===== config.mk =====
export PLATFORM = sky130hd
export DESIGN_NAME = arb_mux_n_flat
export DESIGN_NICKNAME = d
export VERILOG_FILES = /design/src/rtl/arb_mux_pkg.sv /design/src/rtl/arb_mux_n_if.sv /design/src/rtl/arb_mux_n_rr_arbiter.sv /design/src/rtl/arb_mux_n.sv /design/src/flat_wrapper.sv
export SDC_FILE = /design/constraint.sdc
export NUM_CORES = 1
export LEC_CHECK = 0
export CAP_MARGIN = 10
export CORE_UTILIZATION = 33
export CTS_CLUSTER_DIAMETER = 30
export DETAILED_ROUTE_END_ITERATION = 16
export HOLD_SLACK_MARGIN = 0.02
export MAX_ROUTING_LAYER = met4
export PLACE_DENSITY = 0.77
export SLEW_MARGIN = 20
export SYNTH_ARGS = -nofsm -noshare
export SYNTH_HDL_FRONTEND = slang
export SYNTH_HIERARCHICAL = 1
export SYNTH_SLANG_ARGS = --single-unit

===== constraint.sdc =====
create_clock -name clk -period 4.2 [get_ports clk]
set_clock_uncertainty 0.1 [all_clocks]
set_input_delay 0.84 -clock clk [delete_from_list [all_inputs] [get_ports clk]]
set_output_delay 0.84 -clock clk [all_outputs]
set_load 0.03 [all_outputs]

===== src/rtl/arb_mux_pkg.sv =====
//------------------------------------------------------------------------------
// Module   : arb_mux_pkg
// Brief    : Shared mode encodings and default sizing for the arb_mux_n block.
// Revision : 1.0 - initial release
//------------------------------------------------------------------------------
`timescale 1ns/1ps
`default_nettype none

package arb_mux_pkg;

    localparam logic MODE_FIXED = 1'b0;
    localparam logic MODE_RR    = 1'b1;

    localparam int DEF_WIDTH  = 11;
    localparam int DEF_NUM_CH = 16;
    localparam int DEF_SEL_W  = 4;

endpackage

`default_nettype wire


===== src/rtl/arb_mux_n_if.sv =====
//------------------------------------------------------------------------------
// Module   : arb_mux_n_if
// Brief    : Channel-side and output-side handshake bundle of arb_mux_n.
//            out_parity exists only when ARB_MUX_PARITY_EN is defined.
// Revision : 1.0 - initial release
//------------------------------------------------------------------------------
`timescale 1ns/1ps
`default_nettype none

interface arb_mux_n_if
    import arb_mux_pkg::*;
#(
    parameter int WIDTH  = DEF_WIDTH,
    parameter int NUM_CH = DEF_NUM_CH,
    parameter int SEL_W  = DEF_SEL_W
) ();

    logic [NUM_CH*WIDTH-1:0] in_data;
    logic [NUM_CH-1:0]       in_valid;
    logic [NUM_CH-1:0]       in_ready;
    logic                    mode;
    logic [SEL_W-1:0]        sel;
    logic [WIDTH-1:0]        out_data;
    logic [SEL_W-1:0]        out_ch;
    logic                    out_valid;
    logic                    out_ready;
`ifdef ARB_MUX_PARITY_EN
    logic                    out_parity;
`endif

    modport master (
        output in_data, in_valid, mode, sel, out_ready,
        input  in_ready, out_data, out_ch, out_valid
`ifdef ARB_MUX_PARITY_EN
        , input out_parity
`endif
    );

    modport slave (
        input  in_data, in_valid, mode, sel, out_ready,
        output in_ready, out_data, out_ch, out_valid
`ifdef ARB_MUX_PARITY_EN
        , output out_parity
`endif
    );

endinterface

`default_nettype wire


===== src/rtl/arb_mux_n_rr_arbiter.sv =====
//------------------------------------------------------------------------------
// Module   : rr_arbiter
// Brief    : Combinational round-robin pick: first requester at or after ptr,
//            wrapping to the lowest requester below ptr.
// Revision : 1.0 - initial release
//------------------------------------------------------------------------------
`timescale 1ns/1ps
`default_nettype none

module rr_arbiter
    import arb_mux_pkg::*;
#(
    parameter int NUM_CH = DEF_NUM_CH,
    parameter int SEL_W  = DEF_SEL_W
) (
    input  logic [NUM_CH-1:0] req,
    input  logic [SEL_W-1:0]  ptr,
    output logic [SEL_W-1:0]  grant_idx,
    output logic              grant_vld
);

    logic [NUM_CH-1:0] w_mask;
    logic [NUM_CH-1:0] w_hi_req;
    logic [SEL_W-1:0]  w_hi_idx;
    logic [SEL_W-1:0]  w_lo_idx;
    logic              w_hi_vld;

    generate
        for (genvar i = 0; i < NUM_CH; i++) begin : g_mask
            assign w_mask[i] = (SEL_W'(i) >= ptr);
        end
    endgenerate

    assign w_hi_req = req & w_mask;

    // Descending scan so the lowest set index is the one that sticks.
    always_comb begin
        w_hi_idx = '0;
        w_lo_idx = '0;
        w_hi_vld = 1'b0;
        for (int i = NUM_CH - 1; i >= 0; i--) begin
            if (w_hi_req[i]) begin
                w_hi_idx = SEL_W'(i);
                w_hi_vld = 1'b1;
            end
            if (req[i]) begin
                w_lo_idx = SEL_W'(i);
            end
        end
    end

    assign grant_idx = w_hi_vld ? w_hi_idx : w_lo_idx;
    assign grant_vld = |req;

endmodule

`default_nettype wire


===== src/rtl/arb_mux_n.sv =====
//------------------------------------------------------------------------------
// Module   : arb_mux_n
// Brief    : N:1 registered selector, fixed-select or round-robin, with
//            valid/ready on both sides. ARB_MUX_PARITY_EN adds out_parity.
// Revision : 1.0 - initial release
//------------------------------------------------------------------------------
`timescale 1ns/1ps
`default_nettype none

module arb_mux_n
    import arb_mux_pkg::*;
#(
    parameter int WIDTH  = DEF_WIDTH,
    parameter int NUM_CH = DEF_NUM_CH,
    parameter int SEL_W  = DEF_SEL_W
) (
    input  logic        clk,
    input  logic        rst_n,
    arb_mux_n_if.slave  bus
);

    localparam logic [SEL_W:0]   c_NUM_CH  = (SEL_W+1)'(NUM_CH);
    localparam logic [SEL_W-1:0] c_LAST_CH = SEL_W'(NUM_CH - 1);

    logic [WIDTH-1:0]  r_out_data;
    logic [SEL_W-1:0]  r_out_ch;
    logic              r_out_valid;
    logic [SEL_W-1:0]  r_ptr;

    logic              w_load_en;
    logic [SEL_W-1:0]  w_rr_idx;
    logic              w_rr_vld;
    logic              w_fix_vld;
    logic [SEL_W-1:0]  w_gnt_idx;
    logic              w_gnt_vld;
    logic [NUM_CH-1:0] w_in_ready;
    logic              w_xfer;
    logic [WIDTH-1:0]  w_sel_data;
    logic [SEL_W-1:0]  w_ptr_nxt;

    rr_arbiter #(
        .NUM_CH (NUM_CH),
        .SEL_W  (SEL_W)
    ) u_rr_arbiter (
        .req       (bus.in_valid),
        .ptr       (r_ptr),
        .grant_idx (w_rr_idx),
        .grant_vld (w_rr_vld)
    );

    assign w_load_en = !r_out_valid | bus.out_ready;
    // Extra MSB keeps the compare correct when NUM_CH == 2**SEL_W.
    assign w_fix_vld = ({1'b0, bus.sel} < c_NUM_CH);
    assign w_gnt_idx = (bus.mode == MODE_RR) ? w_rr_idx : bus.sel;
    assign w_gnt_vld = (bus.mode == MODE_RR) ? w_rr_vld : w_fix_vld;

    generate
        for (genvar i = 0; i < NUM_CH; i++) begin : g_ready
            assign w_in_ready[i] = w_load_en & w_gnt_vld & (w_gnt_idx == SEL_W'(i));
        end
    endgenerate

    assign w_xfer    = |(w_in_ready & bus.in_valid);
    assign w_ptr_nxt = (w_gnt_idx == c_LAST_CH) ? '0 : w_gnt_idx + SEL_W'(1);

    always_comb begin
        w_sel_data = '0;
        for (int i = 0; i < NUM_CH; i++) begin
            if (w_gnt_idx == SEL_W'(i)) begin
                w_sel_data = bus.in_data[i*WIDTH +: WIDTH];
            end
        end
    end

`ifdef ARB_MUX_PARITY_EN
    logic r_out_parity;
`endif

    always_ff @(posedge clk or negedge rst_n) begin
        if (!rst_n) begin
            r_out_data   <= '0;
            r_out_ch     <= '0;
            r_out_valid  <= 1'b0;
            r_ptr        <= '0;
`ifdef ARB_MUX_PARITY_EN
            r_out_parity <= 1'b0;
`endif
        end else if (w_xfer) begin
            r_out_data   <= w_sel_data;
            r_out_ch     <= w_gnt_idx;
            r_out_valid  <= 1'b1;
`ifdef ARB_MUX_PARITY_EN
            r_out_parity <= ^w_sel_data;
`endif
            if (bus.mode == MODE_RR) begin
                r_ptr <= w_ptr_nxt;
            end
        end else if (bus.out_ready & r_out_valid) begin
            r_out_valid <= 1'b0;
        end
    end

    assign bus.in_ready  = w_in_ready;
    assign bus.out_data  = r_out_data;
    assign bus.out_ch    = r_out_ch;
    assign bus.out_valid = r_out_valid;
`ifdef ARB_MUX_PARITY_EN
    assign bus.out_parity = r_out_parity;
`endif

endmodule

`default_nettype wire

===== src/flat_wrapper.sv =====
// flat-port wrapper written by rule: the top's interface ports become plain ports
module arb_mux_n_flat import arb_mux_pkg::*;
#(
    parameter int WIDTH  = DEF_WIDTH,
    parameter int NUM_CH = DEF_NUM_CH,
    parameter int SEL_W  = DEF_SEL_W
)
  (clk, rst_n, bus_in_data, bus_in_valid, bus_mode, bus_sel, bus_out_ready, bus_in_ready, bus_out_data, bus_out_ch, bus_out_valid);
  arb_mux_n_if #(.WIDTH(WIDTH), .NUM_CH(NUM_CH), .SEL_W(SEL_W)) bus_i ();
  input  logic clk;
  input  logic rst_n;
  input wire logic [$bits(bus_i.in_data)-1:0] bus_in_data;
  input wire logic [$bits(bus_i.in_valid)-1:0] bus_in_valid;
  input wire logic [$bits(bus_i.mode)-1:0] bus_mode;
  input wire logic [$bits(bus_i.sel)-1:0] bus_sel;
  input wire logic [$bits(bus_i.out_ready)-1:0] bus_out_ready;
  output wire logic [$bits(bus_i.in_ready)-1:0] bus_in_ready;
  output wire logic [$bits(bus_i.out_data)-1:0] bus_out_data;
  output wire logic [$bits(bus_i.out_ch)-1:0] bus_out_ch;
  output wire logic [$bits(bus_i.out_valid)-1:0] bus_out_valid;
  assign bus_i.in_data = bus_in_data;
  assign bus_i.in_valid = bus_in_valid;
  assign bus_i.mode = bus_mode;
  assign bus_i.sel = bus_sel;
  assign bus_i.out_ready = bus_out_ready;
  assign bus_in_ready = bus_i.in_ready;
  assign bus_out_data = bus_i.out_data;
  assign bus_out_ch = bus_i.out_ch;
  assign bus_out_valid = bus_i.out_valid;
  arb_mux_n #(.WIDTH(WIDTH), .NUM_CH(NUM_CH), .SEL_W(SEL_W)) u_core (.clk(clk), .rst_n(rst_n), .bus(bus_i));
endmodule

-- Word-level counts from Yosys, hierarchy flattened
Cells that the tools add are included.
- reduce and logical (&&, ||, !) cells: 6
- $add $sub $neg: 1
- mux-type cells: 70
- eq/ne operators: 15
- magnitude comparators: 16
- bitwise operators: 21
- operators by type and width (kind ; number):
    two-way mux 11 bit ; 16
    two-way mux 4 bit ; 35
    bitwise AND 16 bit ; 2
    equality test 4 bit, second input constant ; 8
    >= comparator 4 bit, first input constant ; 8
    OR reduction 16 bit ; 2
    two-way mux 1 bit ; 19
    bitwise AND 1 bit ; 18
    equality test 4 x 3 -> 1 bit, second input constant ; 4
    >= comparator 3 x 4 -> 1 bit, first input constant ; 4
    equality test 4 x 2 -> 1 bit, second input constant ; 2
    >= comparator 1 x 4 -> 1 bit, first input constant ; 2
    >= comparator 2 x 4 -> 1 bit, first input constant ; 2
    adder 4 x 1 -> 4 bit, second input constant ; 1
    equality test 4 x 1 -> 1 bit, second input constant ; 1
    logical NOT 4 bit ; 1
    AND reduction 2 bit ; 1
    nonzero test 2 bit ; 1
    logical NOT 1 bit ; 1
    bitwise OR 1 bit ; 1
- output and inout bits: 32
- bits of input ports: 200
- register bits: 20

-- Longest topological paths before layout
Gate-level depths: netlist of the first run.
- depth in word-level cells: 37
- gate-level depth with buffers: 18
- gate-level depth less buffers: 14

-- Cells and area by module
Netlist of the first run, hierarchy kept.
- modules (own cells, without submodules) (module ; sequential area each (um^2) ; area an instance (um^2) ; instances ; cells each):
    arb_mux_n ; 500.5 ; 2760.1 ; 1 ; 387
    rr_arbiter ; 0.0 ; 633.1 ; 1 ; 101

-- Least setup slack after synthesis of the first run
No wires, ideal clock.
- path kind: input to output
- start point: input port bus_in_valid[7]
- end point: output port bus_in_ready[6]
- required time: 3.260 ns
- arrival: 3.712 ns
- buffers on the path: 4
- cell stages on the path: 14
- slack: -0.452 ns
- path through: and4b_1 -> or3_4 -> nand4_2 -> o22ai_1 -> o32a_1 -> mux2_2 -> inv_1 -> ha_1 -> clkbuf_1 -> buf_2 -> buf_2 -> clkbuf_1 -> nand2_1 -> nor2_1
- word-level cells in the longest chain between the ends: 13
- RTL lines (element ; line ; text):
    from (decl) ; flat_wrapper.sv:13 ; input wire logic [$bits(bus_i.in_valid)-1:0] bus_in_valid;
    bitwise AND 16 bit ; arb_mux_n_rr_arbiter.sv:34 ; assign w_hi_req = req & w_mask;
    two-way mux 4 bit or two-way mux 1 bit (tied branches) (8 in series) ; arb_mux_n_rr_arbiter.sv:42 ; if (w_hi_req[i]) begin
    two-way mux 4 bit * ; arb_mux_n_rr_arbiter.sv:52 ; assign grant_idx = w_hi_vld ? w_hi_idx : w_lo_idx;
    net u_core.w_rr_idx[0] ; arb_mux_n.sv:31 ; logic [SEL_W-1:0] w_rr_idx;
    two-way mux 4 bit * ; arb_mux_n.sv:54 ; assign w_gnt_idx = (bus.mode == MODE_RR) ? w_rr_idx : bus.sel;
    net u_core.w_gnt_idx[0] ; arb_mux_n.sv:34 ; logic [SEL_W-1:0] w_gnt_idx;
    equality test 4 x 3 -> 1 bit * ; arb_mux_n.sv:59 ; assign w_in_ready[i] = w_load_en & w_gnt_vld & (w_gnt_idx == SEL_W'(i));
    bitwise AND 1 bit * ; arb_mux_n.sv:59 ;
    to (decl) ; flat_wrapper.sv:17 ; output wire logic [$bits(bus_i.in_ready)-1:0] bus_in_ready;
The timed path passes the listed nets; every way through them passes the cells marked *.

-- Worst setup path after layout of the first run
- start point: input port bus_in_valid[10]
- end point: register u_core.r_out_data[9], in the netlist u_core/bus.out_data[9]
- word-level cells in the longest chain between the ends: 31
- RTL lines (element ; line ; text):
    bitwise AND 16 bit ; arb_mux_n_rr_arbiter.sv:34 ;
    two-way mux 4 bit or two-way mux 1 bit (tied branches) (11 in series) ; arb_mux_n_rr_arbiter.sv:42 ;
    two-way mux 4 bit * ; arb_mux_n_rr_arbiter.sv:52 ;
    net u_core.w_rr_idx[1] ; arb_mux_n.sv:31 ;
    two-way mux 4 bit * ; arb_mux_n.sv:54 ;
    net u_core.w_gnt_idx[1] ; arb_mux_n.sv:34 ;
    logical NOT 4 bit ; arb_mux_n.sv:59, arb_mux_n.sv:69 ;
    two-way mux 11 bit (16 in series) ; arb_mux_n.sv:69 ; if (w_gnt_idx == SEL_W'(i)) begin
    to (signal assigned) ; arb_mux_n.sv:89 ; r_out_data <= w_sel_data;
    to (decl) ; arb_mux_n.sv:25 ; logic [WIDTH-1:0] r_out_data;
Marked as above.
A chain may end at the register's enable or synchronous reset.

==> load_flow_metrics.sql, run 1 <==
INSERT INTO impl_metrics (metric_group, metric, value, unit) VALUES
('status', 'run_status', 'finished, violations left', ''),
('status', 'failed_checks', 'setup timing', ''),
('placement', 'place_ws', '-0.656', 'ns'),
('synthesis', 'synth_seq_area_share', '0.147', ''),
('finish', 'fin_area', '7190', 'µm²'),
('routing', 'routed_wire_per_std_cell', '21.5', 'µm'),
('critical_path', 'setup.worst_path.start_class', 'input pin', ''),
('critical_path', 'critical-path-max-stage-delay', '0.34', 'ns'),
('placement', 'io_buffers', '231', ''),
('power_and_ir_drop', 'vdd_drop_max', '287', 'µV'),
('global_route', 'antenna_found_initial', '0', ''),
('synthesis', 'total_of_flip_flops_plus_latches_after_synthesis', '20', ''),
('die', 'dieWidth', '103', 'µm'),
('cts', 'worstSkewPairLatency', '0.27', 'ns'),
('sta', 'setup-violations-final', '1', ''),
('routing', 'postRouteAntennaNets', '0', ''),
('global_route', 'overflow', '0', ''),
('placement', 'gpl_wtd_cong', '0.984', ''),
('routing', 'vias_per_cell', '6.10', ''),
('synthesis', 'postSynthCellCount', '488', ''),
('placement', 'dpl.hpwl', '15.8', 'mm'),
('sta', 'worst_pin_slew', '0.607', 'ns'),
('routing', 'routed-via-count', '5748', ''),
('synthesis', 'mappedNetlistNets', '692', ''),
('finish', 'seqCellArea', '505', 'µm²'),
('finish', 'layout-drive-gt1-share', '0.292', ''),
('sta', 'setup_repair_after_global_routing_missed_its_margin', 'yes', ''),
('synthesis', 'async_flop_share', '1.00', ''),
('synthesis', 'synth_enable_flop_cells', '0', ''),
('sta', 'finalCriticalPeriod', '4.20', 'ns'),
('critical_path', 'path_cells', 'dlygate4sd2_1 > buf_4 > o211ai_1 > buf_4 > buf_4 > and3_4 > a22oi_2 > a32o_1 > mux2_4 > inv_6 > ha_4 > nor2b_4 > buf_12 > buf_4 > a221oi_2 > a2111oi_4 > buf_4 > a211o_1 > a221oi_2 > o31ai_1', ''),
('critical_path', 'critical_path.max_fanout', '8', ''),
('critical_path', 'critical-path-slowest-cell', 'sky130_fd_sc_hd__a221oi_2', ''),
('sta', 'max-slew-margin-rel', '0.594', ''),
('routing', 'drt-total-wl', '20.3', 'mm'),
('sta', 'timing.final.ws_setup', '-0.00495', 'ns'),
('finish', 'finalNetCount', '1015', ''),
('finish', 'layout-area-overhead-vs-synth', '112', '%'),
('cts', 'ctsHtreeMaxLevel', '1', ''),
('global_route', 'grt_pass1_vias', '5733', ''),
('die', 'boundaryPins', '232', ''),
('die', 'placementRows', '36', ''),
('die', 'core_region_area', '9860', 'µm²'),
('routing', 'detail_route.drc_violations', '0', ''),
('global_route', 'grt_start_max_net_pins', '22', ''),
('critical_path', 'worstSetupPathType', 'input pin to flop', ''),
('synthesis', 'yosys_synthesis_warning_count', '6', ''),
('cts', 'tritoncts.num_buffers', '3', ''),
('synthesis', 'synth_cell_types', '74', ''),
('global_route', 'grt_util_all_layers', '0.383', ''),
('critical_path', 'worst_ep_arrival_time', '4.25', 'ns'),
('finish', 'multi_input_area', '2960', 'µm²'),
('routing', 'drt-pass1-iter-count', '5', ''),
('die', 'fp.dieArea', '10700', 'µm²'),
('sta', 'timing.final.max_slew_violations', '0', ''),
('cts', 'clk_pin_slew_worst_paths', '0.08', 'ns'),
('power_and_ir_drop', 'leakage', '2.97', 'nW'),
('job', 'drv_cap', '0', ''),
('power_and_ir_drop', 'finalPower', '4.36', 'mW'),
('synthesis', 'ys.flop_type', 'sky130_fd_sc_hd__dfrtp_1', ''),
('critical_path', 'crit_required', '4.25', 'ns'),
('sta', 'hold_viol', '0', ''),
('critical_path', 'cpMostUsedCell', 'sky130_fd_sc_hd__buf_4', ''),
('finish', 'n_fill_cell', '756', ''),
('sta', 'finalCritPeriodShare', '1.00', ''),
('die', 'die_height', '103', 'µm'),
('min_path', 'worst_hold_path_type', 'flop to flop', ''),
('cts', 'cts_tree', 'built', ''),
('cts', 'cts_max_path_bufs', '2', ''),
('cts', 'tritoncts_num_sinks', '20', ''),
('global_route', 'grt_first_pass_wirelength', '29.8', 'mm');
final cells by class:
cell class / instances / area share
clock buffers: 3 / 0.00574
inverters: 25 / 0.0151
flip-flops and latches: 20 / 0.0703
multi-input cells: 398 / 0.412
well taps: 133 / 0.0231
repair buffers: 363 / 0.474
repair_timing:
item / 4_1_cts / 5_1_grt
setup endpoints to repair: 35 / 35
setup buffers: 14 / 8
cloned: 1 / 0
resized for setup: 67 / 56
pin swaps: 13 / 29
sequential cells by signal, summed over array words and instances, names as in the netlist:
| signal | cells |
|---|---|
| u_core/bus.out_valid | 1 |
| u_core/bus.out_data | 11 |
| u_core/bus.out_ch | 4 |
| u_core/r_ptr | 4 |
Yosys cell counts, types with 3 or more instances:
master,count,area share
sky130_fd_sc_hd__a211o_1,9,0.023
sky130_fd_sc_hd__nor2_1,28,0.031
sky130_fd_sc_hd__a32o_1,3,0.0088
sky130_fd_sc_hd__a32oi_1,3,0.0077
sky130_fd_sc_hd__inv_1,24,0.027
sky130_fd_sc_hd__nor3_1,8,0.012
sky130_fd_sc_hd__dfrtp_1,20,0.15
sky130_fd_sc_hd__a21oi_1,28,0.041
sky130_fd_sc_hd__a21boi_0,3,0.0066
sky130_fd_sc_hd__ha_1,4,0.015
sky130_fd_sc_hd__o31ai_1,10,0.022
sky130_fd_sc_hd__mux2_4,3,0.013
sky130_fd_sc_hd__a2111oi_1,3,0.0088
sky130_fd_sc_hd__nand2b_1,8,0.015
sky130_fd_sc_hd__nor2b_1,6,0.011
sky130_fd_sc_hd__o22ai_1,34,0.063
sky130_fd_sc_hd__o22a_1,12,0.031
sky130_fd_sc_hd__a221oi_1,23,0.059
sky130_fd_sc_hd__a22oi_1,25,0.055
sky130_fd_sc_hd__nand3_1,6,0.0088
sky130_fd_sc_hd__and3_1,5,0.0092
sky130_fd_sc_hd__o21ai_0,38,0.056
sky130_fd_sc_hd__buf_2,18,0.027
sky130_fd_sc_hd__o21ai_1,5,0.0074
sky130_fd_sc_hd__nand2_1,62,0.069
sky130_fd_sc_hd__a2111oi_0,7,0.018
sky130_fd_sc_hd__o211ai_1,14,0.031
sky130_fd_sc_hd__clkbuf_1,20,0.022
layout by cell type (no fill, tap or decap), drive strengths merged, types with 20 or more instances in the layout:
cell type,netlist,final
nand2,63,63
o22ai,34,34
inv,24,24
buf,24,149
nor2,28,28
dfrtp,20,20
a21oi,29,29
a22oi,26,26
o21ai,43,43
clkdlybuf4s50,0,198
a221oi,23,23
tightest hold or removal path, delay by kind of cell, from the launching register on:
family | cells | cell delay, ns
AOI/OAI and AO/OA | 1 | 0.06
DFF | 1 | 0.35
and+or+nand+nor | 1 | 0.05
kinds of logic after synthesis:
kind of cell             count (synthesis)  share of synthesized area
buffers and inverters                   70                     0.0911
flip-flops                              20                      0.147
AO/OA/AOI/OAI                          249                      0.528
adder cells (fa/ha/maj)                  4                     0.0147
AND/OR/NAND/NOR                        139                      0.196
multiplexers                             5                     0.0199
XOR/XNOR                                 1                    0.00258
metal layers:
layer	vias up	part of all wire	track usage
met5	-	0	-
met4	0	0.050	0.198
met1	2694	0.36	0.424
li1	2562	-	-
met3	89	0.087	0.0558
met2	403	0.50	0.668
per-stage QoR:
| step | TNS [ns] | std cells | hold slack [ns] | util |
|---|---|---|---|---|
| finish | -0.00495 | 942 | 0.386 | 0.729 |
| global route | -0.161 | 942 | 0.418 | 0.729 |
| CTS | -0.0108 | 934 | 0.395 | 0.704 |
| detailed placement | -19.31 | 916 | 0.376 | 0.664 |
| global placement | -16.93 | 916 | 0.362 | 0.664 |
| floorplan | -0.552 | 488 | 0.444 | - |
final timing paths:
kind / startpoint / to / slack, ns / cells after the start
max: bus_in_valid[10] / u_core/bus.out_data[9] / -0.005 / 20
min: u_core/bus.out_ch[1] / u_core/bus.out_ch[1] / 0.39 / 2
max in group asynchronous: rst_n / u_core/r_ptr[0] / 3.17 / 1
max reg2reg: u_core/r_ptr[3] / u_core/bus.out_data[9] / 0.05 / 18
min in group asynchronous: rst_n / u_core/bus.out_data[10] / 0.44 / 1
min reg2reg: u_core/bus.out_ch[1] / u_core/bus.out_ch[1] / 0.39 / 2
power by group:
part	switching, mW	leakage (nW)	total [mW]	internal (mW)
clock	0.0721	0.0216	0.136	0.0643
combinational	1.98	2.70	3.81	1.83
sequential	0.126	0.246	0.414	0.288
total	2.18	2.97	4.36	2.18
No activity file was read; power rests on OpenSTA's default activity.
==> run 2, diff against run 1 <==
--- a/config.mk
+++ b/config.mk
@@ -9,6 +9,7 @@
 export CORE_UTILIZATION = 33
 export CTS_CLUSTER_DIAMETER = 30
 export DETAILED_ROUTE_END_ITERATION = 16
+export GPL_ROUTABILITY_DRIVEN = 0
 export HOLD_SLACK_MARGIN = 0.02
 export MAX_ROUTING_LAYER = met4
 export PLACE_DENSITY = 0.77
==> load_flow_metrics.sql, run 2 (synthesized netlist as in run 1, its figures left out) <==
INSERT INTO impl_metrics (metric_group, metric, value, unit) VALUES
('status', 'run_status', 'finished, violations left', ''),
('status', 'failed_checks', 'setup timing', ''),
('power_and_ir_drop', 'power.internal', '2.21', 'mW'),
('power_and_ir_drop', 'leakage', '2.94', 'nW'),
('routing', 'detail_route.drc_violations', '0', ''),
('cts', 'tritoncts.num_buffers', '3', ''),
('die', 'dieWidth', '103', 'µm'),
('finish', 'n_fill_cell', '716', ''),
('cts', 'cts_root_buffer', 'sky130_fd_sc_hd__clkbuf_8', ''),
('global_route', 'grt_first_pass_wirelength', '29.0', 'mm'),
('finish', 'layout-drive-gt1-share', '0.295', ''),
('critical_path', 'setup.worst_path.start_class', 'input pin', ''),
('sta', 'timing.final.ws_setup', '-0.0133', 'ns'),
('sta', 'maxClockFrequency', '237', 'MHz'),
('cts', 'ctsHtreeMaxLevel', '1', ''),
('routing', 'vias_per_cell', '6.28', ''),
('power_and_ir_drop', 'power.share.switching', '0.498', ''),
('min_path', 'worst_hold_path_type', 'flop to flop', ''),
('die', 'boundaryPins', '232', ''),
('sta', 'whs', '0.392', 'ns'),
('global_route', 'grt_pass1_vias', '5639', ''),
('routing', 'drt_iter0_markers', '534', ''),
('critical_path', 'worstSetupPathType', 'input pin to primary output', ''),
('finish', 'finalNetCount', '1018', ''),
('global_route', 'antenna_found_initial', '0', ''),
('global_route', 'grt_start_max_net_pins', '21', ''),
('placement', 'dpl.hpwl', '15.1', 'mm'),
('power_and_ir_drop', 'power_density_over_the_cells', '611', 'nW/µm²'),
('sta', 'finalCritPeriodShare', '1.00', ''),
('cts', 'tritoncts_num_sinks', '20', ''),
('sta', 'timing.final.max_slew_violations', '0', ''),
('routing', 'routed-via-count', '5941', ''),
('finish', 'most-common-layout-cells', 'sky130_fd_sc_hd__clkdlybuf4s50_1 (199), sky130_fd_sc_hd__buf_4 (128), sky130_fd_sc_hd__nand2_1 (58)', ''),
('global_route', 'grt_util_all_layers', '0.369', ''),
('power_and_ir_drop', 'netSwitchingPower', '2.19', 'mW'),
('finish', 'ant_cells', '0', ''),
('routing', 'routed_wire_per_std_cell', '21.7', 'µm'),
('placement', 'io_buffers', '231', ''),
('die', 'die_height', '103', 'µm'),
('finish', 'final_util', '0.731', ''),
('finish', 'largest_register_ff_count', '11', ''),
('sta', 'max-slew-margin-rel', '0.324', ''),
('routing', 'postRouteAntennaNets', '0', ''),
('critical_path', 'r2r_cells', '15', ''),
('die', 'core_region_area', '9860', 'µm²'),
('critical_path', 'worst_ep_arrival_time', '3.27', 'ns'),
('critical_path', 'reg2reg_slack', '0.07', 'ns'),
('critical_path', 'critical-path-max-stage-delay', '0.41', 'ns'),
('power_and_ir_drop', 'p_seq_frac', '0.093', ''),
('cts', 'worstSkewPairLatency', '0.26', 'ns'),
('critical_path', 'critical_path.max_fanout', '11', ''),
('critical_path', 'timing.rr.end', 'u_core/r_ptr[0]', ''),
('routing', 'drt-pass1-iter-count', '6', ''),
('critical_path', 'endpoint_kind', 'primary output', ''),
('power_and_ir_drop', 'pwr-share-comb', '0.872', ''),
('die', 'placementRows', '36', ''),
('job', 'drv_cap', '0', ''),
('cts', 'cts_tree', 'built', ''),
('min_path', 'min_delay_path_depth', '2', ''),
('cts', 'cts_max_path_bufs', '2', ''),
('finish', 'multi_input_area', '2980', 'µm²'),
('finish', 'seqCellArea', '504', 'µm²'),
('sta', 'worst_pin_slew', '1.01', 'ns'),
('sta', 'hold_viol', '0', ''),
('cts', 'cts.hold.buffers_added', '0', ''),
('power_and_ir_drop', 'share_clk_of_total_power', '0.035', ''),
('power_and_ir_drop', 'vdd_drop_max', '318', 'µV'),
('critical_path', 'crit_required', '3.26', 'ns'),
('routing', 'drt-total-wl', '20.5', 'mm'),
('die', 'floorplan.initialDensity', '0.344', ''),
('sta', 'finalCriticalPeriod', '4.21', 'ns'),
('cts', 'clk_pin_slew_worst_paths', '0.07', 'ns'),
('critical_path', 'critical-path-slowest-cell', 'sky130_fd_sc_hd__or3_4', ''),
('global_route', 'overflow', '0', ''),
('min_path', 'min_delay_worst_endpoint', 'u_core/bus.out_ch[1]', ''),
('critical_path', 'cpMostUsedCell', 'sky130_fd_sc_hd__nor2_4', ''),
('min_path', 'hold_path.startpoint', 'u_core/bus.out_ch[1]', ''),
('critical_path', 'regToRegStartpoint', 'u_core/r_ptr[3]', ''),
('finish', 'final_common_cell', 'sky130_fd_sc_hd__clkdlybuf4s50_1', ''),
('die', 'fp.dieArea', '10700', 'µm²'),
('finish', 'layout-area-overhead-vs-synth', '112', '%'),
('sta', 'setup-violations-final', '5', ''),
('critical_path', 'path_cells', 'dlygate4sd2_1 > nor2_4 > or3_4 > nand4_4 > o22ai_1 > o32a_1 > mux2_4 > inv_4 > buf_4 > ha_4 > buf_12 > nand2_1 > nor2_4 > buf_6', '');
## run 2: critical path, delay by kind of cell
| family | cells | cell delay (ns) |
|---|---|---|
| and+or+nand+nor | 5 | 0.86 |
| buffers and inverters | 5 | 0.80 |
| muxes | 1 | 0.31 |
| AOI/OAI and AO/OA | 2 | 0.28 |
| adders and majority gates | 1 | 0.18 |
## run 2: power groups by stage
| stage | Clock, mW | Combinational [mW] | Sequential, mW |
|---|---|---|---|
| 2_1_floorplan | 0 | 1.70 | 0.473 |
| 3_3_place_gp | 0 | 3.09 | 0.387 |
| 3_5_place_dp | 0 | 3.15 | 0.391 |
| 4_1_cts | 0.158 | 3.50 | 0.393 |
| 5_1_grt | 0.166 | 4.02 | 0.420 |
| 6_report | 0.153 | 3.84 | 0.411 |
## run 2: repair_timing
item / in CTS / in global routing
pin swaps: 24 / 25
cloned: 1 / 0
hold endpoints to repair: 0 / 0
gates resized for setup: 88 / 49
buffers inserted: 10 / 14
setup endpoints to repair: 35 / 35
## run 2: through the flow
stage                     power (mW)  area, µm²  worst slack, ns  instances  TNS, ns
after global placement          3.48       6560           -0.592        920   -13.89
final                           4.41       7210          -0.0133        946  -0.0311
after CTS                       4.06       6990          0.00253        934        0
after global routing            4.60       7210          -0.0473        946   -0.423
after detailed placement        3.54       6560           -0.694        920   -17.32
after floorplan                 2.18       3460           -0.119        488   -0.552
## run 2: worst max-delay path by stage
stage                     slack (ns)  cells past startpoint                      to             start
after floorplan                -0.12                     10         bus_in_ready[3]   bus_in_valid[7]
after global placement         -0.59                     17  u_core/bus.out_data[5]   bus_in_valid[7]
after detailed placement       -0.69                     17  u_core/bus.out_data[5]   bus_in_valid[7]
after CTS                      0.003                     14         bus_in_ready[2]  bus_in_valid[10]
after global routing           -0.05                     17         u_core/r_ptr[3]  bus_in_valid[12]
final                          -0.01                     14        bus_in_ready[12]   bus_in_valid[6]
## run 2: area by class of cell
class	count	area share
Tap cell	133	0.0231
Clock buffer	4	0.00764
Multi-Input combinational cell	398	0.413
Timing Repair Buffer	366	0.471
Inverter	25	0.0146
Sequential cell	20	0.0699
## run 2: metal layers
metal | vias up | track usage | wire length, µm
met5 | - | - | 0
met3 | 116 | 0.0397 | 1850
met2 | 478 | 0.635 | 10000
met1 | 2761 | 0.420 | 7320
li1 | 2586 | - | -
met4 | 0 | 0.197 | 1320
==> run 3, diff against run 2 <==
--- a/config.mk
+++ b/config.mk
@@ -13,7 +13,6 @@
 export HOLD_SLACK_MARGIN = 0.02
 export MAX_ROUTING_LAYER = met4
 export PLACE_DENSITY = 0.77
-export SLEW_MARGIN = 20
 export SYNTH_ARGS = -nofsm -noshare
 export SYNTH_HDL_FRONTEND = slang
 export SYNTH_HIERARCHICAL = 1
==> results of run 3 <==
Final layout, timing and power as in run 2 (identical DEF).
